$ cat src/rtl/debounced_edge_detector.sv
`default_nettype none
// ============================================================================
// Module   : debounced_edge_detector
// Brief    : Multi-channel button front end. Each channel synchronises its raw
//            input, debounces it with a stability counter, and emits a
//            one-clock pulse on the debounced edge type selected by mode.
//            Optional macro HOLD_REPEAT_EN adds auto-repeat pulses while a
//            button is held, in the rising and both-edge modes.
// Revision : 1.0 - initial release
// ============================================================================
module debounced_edge_detector #(
  parameter int CHANNELS        = 4,
  parameter int SYNC_STAGES     = 2,
  parameter int DEBOUNCE_CYCLES = 16,
  parameter int REPEAT_CYCLES   = 50000000
) (
  input  logic                clk,
  input  logic                rst_n,
  input  logic [CHANNELS-1:0] in,
  input  logic [1:0]          mode,
  output logic [CHANNELS-1:0] level,
  output logic [CHANNELS-1:0] pulse
);

  localparam int c_cnt_w = (DEBOUNCE_CYCLES > 1) ? $clog2(DEBOUNCE_CYCLES) : 1;
  localparam logic [c_cnt_w-1:0] c_cnt_last = c_cnt_w'(DEBOUNCE_CYCLES - 1);

  localparam logic [1:0] c_mode_rise = 2'b00;
  localparam logic [1:0] c_mode_fall = 2'b01;
  localparam logic [1:0] c_mode_both = 2'b10;

  // Reject configurations the channel logic cannot support.
  if ((CHANNELS < 1) || (SYNC_STAGES < 2) || (DEBOUNCE_CYCLES < 1) ||
      (REPEAT_CYCLES < 2)) begin : g_bad_params
    $error("debounced_edge_detector: illegal parameter value");
  end

  // Mode decode shared by all channels; 11 enables neither direction.
  logic w_rise_en;
  logic w_fall_en;
  assign w_rise_en = (mode == c_mode_rise) || (mode == c_mode_both);
  assign w_fall_en = (mode == c_mode_fall) || (mode == c_mode_both);

`ifdef HOLD_REPEAT_EN
  localparam int c_rep_w = $clog2(REPEAT_CYCLES);
  localparam logic [c_rep_w-1:0] c_rep_last = c_rep_w'(REPEAT_CYCLES - 1);
`endif

  for (genvar g = 0; g < CHANNELS; g++) begin : g_chan
    logic [SYNC_STAGES-1:0] r_sync;
    logic [c_cnt_w-1:0]     r_cnt;
    logic                   r_level;
    logic                   r_pulse;
    logic                   w_s;
    logic                   w_flip;
    logic                   w_flip_pulse;
    logic                   w_rep_pulse;

    assign w_s          = r_sync[SYNC_STAGES-1];
    // The debounced level flips on the edge where the mismatch has lasted
    // the full stability window.
    assign w_flip       = (w_s != r_level) && (r_cnt == c_cnt_last);
    assign w_flip_pulse = w_flip && (w_s ? w_rise_en : w_fall_en);

    // Synchroniser chain bringing the asynchronous button into clk.
    always_ff @(posedge clk or negedge rst_n) begin
      if (!rst_n) begin
        r_sync <= '0;
      end else begin
        r_sync <= {r_sync[SYNC_STAGES-2:0], in[g]};
      end
    end

    // Stability counter: any return to the current level restarts the window.
    always_ff @(posedge clk or negedge rst_n) begin
      if (!rst_n) begin
        r_cnt   <= '0;
        r_level <= 1'b0;
      end else if (w_s == r_level) begin
        r_cnt   <= '0;
      end else if (r_cnt == c_cnt_last) begin
        r_level <= w_s;
        r_cnt   <= '0;
      end else begin
        r_cnt   <= r_cnt + c_cnt_w'(1);
      end
    end

`ifdef HOLD_REPEAT_EN
    logic [c_rep_w-1:0] r_rep;

    // Hold-to-repeat timer; runs only while pressed in a rising-edge mode.
    always_ff @(posedge clk or negedge rst_n) begin
      if (!rst_n) begin
        r_rep <= '0;
      end else if (!r_level || !w_rise_en) begin
        r_rep <= '0;
      end else if (r_rep == c_rep_last) begin
        r_rep <= '0;
      end else begin
        r_rep <= r_rep + c_rep_w'(1);
      end
    end

    assign w_rep_pulse = r_level && w_rise_en && (r_rep == c_rep_last);
`else
    assign w_rep_pulse = 1'b0;
`endif

    // Pulse is registered alongside the level so both change on one edge.
    always_ff @(posedge clk or negedge rst_n) begin
      if (!rst_n) begin
        r_pulse <= 1'b0;
      end else begin
        r_pulse <= w_flip_pulse | w_rep_pulse;
      end
    end

    assign level[g] = r_level;
    assign pulse[g] = r_pulse;
  end

endmodule
`default_nettype wire

$ cat config.mk
export PLATFORM = sky130hd
export DESIGN_NAME = debounced_edge_detector
export DESIGN_NICKNAME = d
export VERILOG_FILES = /design/src/rtl/debounced_edge_detector.sv
export SDC_FILE = /design/constraint.sdc
export NUM_CORES = 1
export LEC_CHECK = 0
export CAP_MARGIN = 20
export CORE_MARGIN = 4
export CORE_UTILIZATION = 34
export CTS_BUF_LIST = sky130_fd_sc_hd__clkbuf_2 sky130_fd_sc_hd__clkbuf_4 sky130_fd_sc_hd__clkbuf_8
export CTS_CLUSTER_SIZE = 30
export DETAILED_ROUTE_END_ITERATION = 7
export PLACE_DENSITY_LB_ADDON = 0.3
export SETUP_SLACK_MARGIN = 0.2
export SLEW_MARGIN = 10
export SYNTH_ARGS = -nofsm -noshare
export SYNTH_HDL_FRONTEND = slang
export SYNTH_SLANG_ARGS = --single-unit
$ cat constraint.sdc
create_clock -name clk -period 1.45 [get_ports clk]
set_input_delay 0.3625 -clock clk [delete_from_list [all_inputs] [get_ports clk]]
set_output_delay 0.3625 -clock clk [all_outputs]
set_load 0.02 [all_outputs]
Yosys cells after proc, flatten, opt, wreduce, memory -nomap -nowiden
Index checks and enable logic that the tools add are counted.
- bits in registers: 32
- output and inout port bits: 8
- add/sub/neg operators: 4
- eq/ne operators: 14
- mux-type cells: 12
- bitwise operators: 4
- reduce and logical (&&, ||, !) cells: 15
- operators by type and width (kind ; number):
    $mux W4 ; 8
    $add A4 B1 Y4 const B ; 4
    $eq A4 B4 Y1 const B ; 4
    $logic_and A1 B1 Y1 ; 8
    $reduce_and A2 Y1 ; 4
    $eq A1 B1 Y1 ; 4
    $mux W1 ; 4
    $ne A1 B1 Y1 ; 4
    $not A1 Y1 ; 4
    $eq A2 B1 Y1 const B ; 1
    $eq A2 B2 Y1 const B ; 1
    $logic_not A2 Y1 ; 1
    $logic_or A1 B1 Y1 ; 2

Logic depth before layout (Yosys ltp)
- depth after elaboration: 4
- depth in mapped cells: 5
- mapped depth without buffers: 5

Least setup slack after synthesis
No wires, ideal clock.
- kind: register to register
- start: register g_chan[0].r_cnt[0]
- end: register g_chan[0].r_level
- setup time: 0.127 ns
- arrival time: 1.018 ns
- data required time: 1.323 ns
- path slack: 0.304 ns
- stages on the path, launching flop included: 4
- path buffers: 0
- period minus slack after synthesis: 1.146 ns
- path through: dfrtp_1 ha_1 nand3_2 mux2_1
- word-level cells in the longest chain between the ends: 2
- ends and longest elaborated chain (item ; line ; text):
    from (decl) ; 51 ; logic [c_cnt_w-1:0] r_cnt;
    from (signal assigned) ; 85 ; r_cnt <= r_cnt + c_cnt_w'(1);
    $eq A4 B4 Y1 ; 81 ; end else if (r_cnt == c_cnt_last) begin
    $reduce_and A2 Y1 (no source line) ; -- ;
    to (signal assigned) ; 82 ; r_level <= w_s;
    to (decl) ; 52 ; logic r_level;
No other way between the ends.
A chain may end at the register's enable or synchronous reset.

Final worst setup path
- start: register g_chan[3].r_cnt[0]
- end: register g_chan[3].r_level
- word-level cells in the longest chain between the ends: 2
- ends and longest elaborated chain (item ; line):
    from (decl) ; 51
    from (signal assigned) ; 85
    $eq A4 B4 Y1 ; 81
    $reduce_and A2 Y1 (no source line) ; --
    to (signal assigned) ; 82
    to (decl) ; 52
No other way between the ends.

==> results.yml <==
grt:
  grt_remaining_overflow: 0
  grt_pass1_wl_um: 4022
  grt_max_degree: 33
  antenna_found_initial: 0
  grt_usage: 0.1016
  grt_pass1_vias: 864
sta:
  tightest_slew_ns: 0.3504
  period_needed_ns: 1.196
  period_share: 0.8246
  hold_slack_ns: 0.3481
  skew_ns: 0.002531
  setup_viol: 0
  final_max_slew_viol_count: 0
  fmax_mhz: 836.4
  finalHoldViolCount: 0
  setup-tns-final_ns: 0
  relSlewSlack: 0.7647
  rsz0062_at_grt: "no"
logic_synthesis:
  synth_area_um2: 1381
  yosysSeqAreaShare: 0.5797
  yosys_warnings: 0
  syn_inst: 110
  syn_nets: 124
  syn_avg_cell_area_um2: 12.56
  synth-seq-cells: 32
  synthDistinctLibCells: 19
clocking:
  tritoncts: "done"
  clock_latency_ns: 0.27
  cts_buffers: 5
  htree_levels: 2
  clk_pin_slew_ns: 0.06
  cts_root_buf: "clkbuf_8"
  clock_path_buffers: 2
  numClockSinks: 32
  cts_hold_buf: 0
run:
  cap_viol_max_count: 0
setup_path:
  ff2ff_path_depth: 3
  arrival_ns: 1.35
  start_kind: "register"
  r2r-end: "g_chan[3].r_level$_DFFE_PN0P_"
  worst_setup_path_end_kind: "register"
  r2r_setup_slack_ns: 0.25
  startpoint: "g_chan[3].r_cnt[0]$_DFF_PN0_"
  crit_fanout: 4
  worstPathRequired_ns: 1.61
  crit_type: "register to register"
  crit_end: "g_chan[3].r_level$_DFFE_PN0P_"
  rr_startpoint: "g_chan[3].r_cnt[0]$_DFF_PN0_"
route:
  via_per_inst: 4.656
  drt-pass1-iter-count: 4
  wl_um: 2265
  drc: 0
  drt-wirelength-per-cell_um: 12.58
  drt_iter0_markers: 44
  vias: 838
  final_antenna_net_count: 0
power_and_ir_drop:
  p_sw_mw: 0.3958
  cellLeakagePower_nw: 0.7603
  clkPwrFrac: 0.393
  p_int_mw: 1.433
  switching_share: 0.2165
  comb_power_share: 0.077
  power.share.sequential: 0.529
  powerDensity_nw_per_um2: 1087
  ir_worst_vdd_v: 0.0003957
  power.total_mw: 1.828
run_status:
  status: "finished, final reports clean"
floorplanning:
  start_util: 0.3636
  die_area_um2: 5147
  die_h_um: 71.74
  fp.dieW_um: 71.74
  core_area_um2: 3799
  ios: 16
  rows: 22
finish:
  instances_no_fill: 180
  syn2layout_area_growth_pct: 21.74
  antenna_cells: 0
  fin_nets: 145
  fillers: 357
  drive_gt1_frac: 0.2727
  fin_area_um2: 1682
placement:
  io_buffers: 15
  place.gp.congestion: 0.6454
  placed_cells: 172
  placed_area_um2: 1597
  hpwlAfterDp_um: 1609
hold_path:
  hp-class: "register to register"
  min_from: "g_chan[1].r_sync[0]$_DFF_PN0_"
## repair_timing
item | in CTS | in global routing
buffers inserted | 0 | 0
setup endpoints to repair | 12 | 4
resized for setup | 40 | 2
pin swaps | 2 | 0
## layer usage
metal	vias to the layer above	GRT usage	share of wire
li1	413	-	-
met1	406	0.1232	0.44
met2	16	0.1633	0.50
met3	3	0.03927	0.047
met4	0	0.03758	0.013
met5	-	0	0
## stage by stage
step	utilization	setup WS, ns
global placement	0.4203	-0.1765
global route	0.4427	0.2045
finish	0.4427	0.2544
CTS	0.4414	0.2181
detailed placement	0.4203	-0.2010
floorplan	-	0.3045
## registers in the layout, summed over array words and instances, names as in the netlist
| register | cells |
|---|---|
| g_chan.r_level | 4 |
| g_chan.r_cnt | 16 |
| g_chan.r_sync | 8 |
| g_chan.r_pulse | 4 |
## cells in the final DEF (no fill, tap or decap)
cell type / n
buf_2: 8
dlygate4sd2_1: 2
mux2_4: 3
o21ai_0: 7
mux2_1: 1
and2b_1: 1
a31oi_1: 1
clkbuf_4: 2
inv_2: 2
ha_4: 2
inv_1: 3
clkdlybuf4s50_1: 5
ha_2: 2
nor3b_1: 4
nand3_2: 4
xnor2_1: 8
o21ai_1: 1
a21o_1: 1
dfrtp_1: 32
clkbuf_8: 6
a21oi_1: 9
ha_1: 2
nand3b_1: 4
a311oi_1: 1
nand4b_1: 3
buf_4: 6
nor2b_1: 7
buf_12: 1
nor2_1: 4
## final cells by class
type / count / area [µm²] / area share
inverters: 5 / 18.77 / 0.01116
clock buffers: 8 / 97.59 / 0.05804
flip-flops and latches: 32 / 800.8 / 0.4762
repair buffers: 22 / 172.7 / 0.1027
well taps: 48 / 60.06 / 0.03571
multi-input cells: 65 / 531.8 / 0.3162
## power groups by stage
stage | registers, mW | clock network [mW] | logic, mW
4_1_cts | 0.967 | 0.747 | 0.144
6_report | 0.967 | 0.719 | 0.142
3_3_place_gp | 0.979 | 0 | 0.130
3_5_place_dp | 0.983 | 0 | 0.135
2_1_floorplan | 0.975 | 0 | 0.0716
5_1_grt | 0.973 | 0.791 | 0.164
## kinds of logic after synthesis
group / Yosys count / share of synthesized area
DFF: 32 / 0.5797
xor gates and xnor gates: 8 / 0.05073
buffers and inverters: 13 / 0.05707
AOI/OAI and AO/OA: 20 / 0.07790
muxes: 4 / 0.04076
adders and majority gates: 6 / 0.05435
and+or+nand+nor: 27 / 0.1395
## critical path: stages, from the launching register on
cell	delay, ns
dfrtp_1	0.41
ha_1	0.26
nand3_2	0.11
mux2_4	0.31
## cell usage after synthesis
cell type / n / area (µm²)
a21o_1: 1 / 7.510
a21oi_1: 9 / 45.04
a311oi_1: 1 / 8.760
a31oi_1: 1 / 6.260
and2b_1: 1 / 7.510
buf_4: 8 / 60.06
dfrtp_1: 32 / 800.8
ha_1: 6 / 75.07
inv_1: 5 / 18.77
mux2_1: 1 / 11.26
mux2_4: 3 / 45.04
nand3_2: 4 / 40.04
nand3b_1: 4 / 30.03
nand4b_1: 3 / 26.28
nor2_1: 4 / 15.01
nor2b_1: 7 / 43.79
nor3b_1: 4 / 30.03
o21ai_0: 8 / 40.04
xnor2_1: 8 / 70.07
## worst min path at each step
stage / to / slack, ns / cells past startpoint
finish: g_chan[1].r_sync[1]$_DFF_PN0_ / 0.35 / 0
global route: g_chan[2].r_sync[1]$_DFF_PN0_ / 0.36 / 0
CTS: g_chan[1].r_sync[1]$_DFF_PN0_ / 0.35 / 0
detailed placement: g_chan[1].r_sync[1]$_DFF_PN0_ / 0.34 / 0
global placement: g_chan[1].r_sync[1]$_DFF_PN0_ / 0.34 / 0
floorplan: g_chan[0].r_cnt[0]$_DFF_PN0_ / 0.07 / 0
Power figures use the tool's default switching activity.
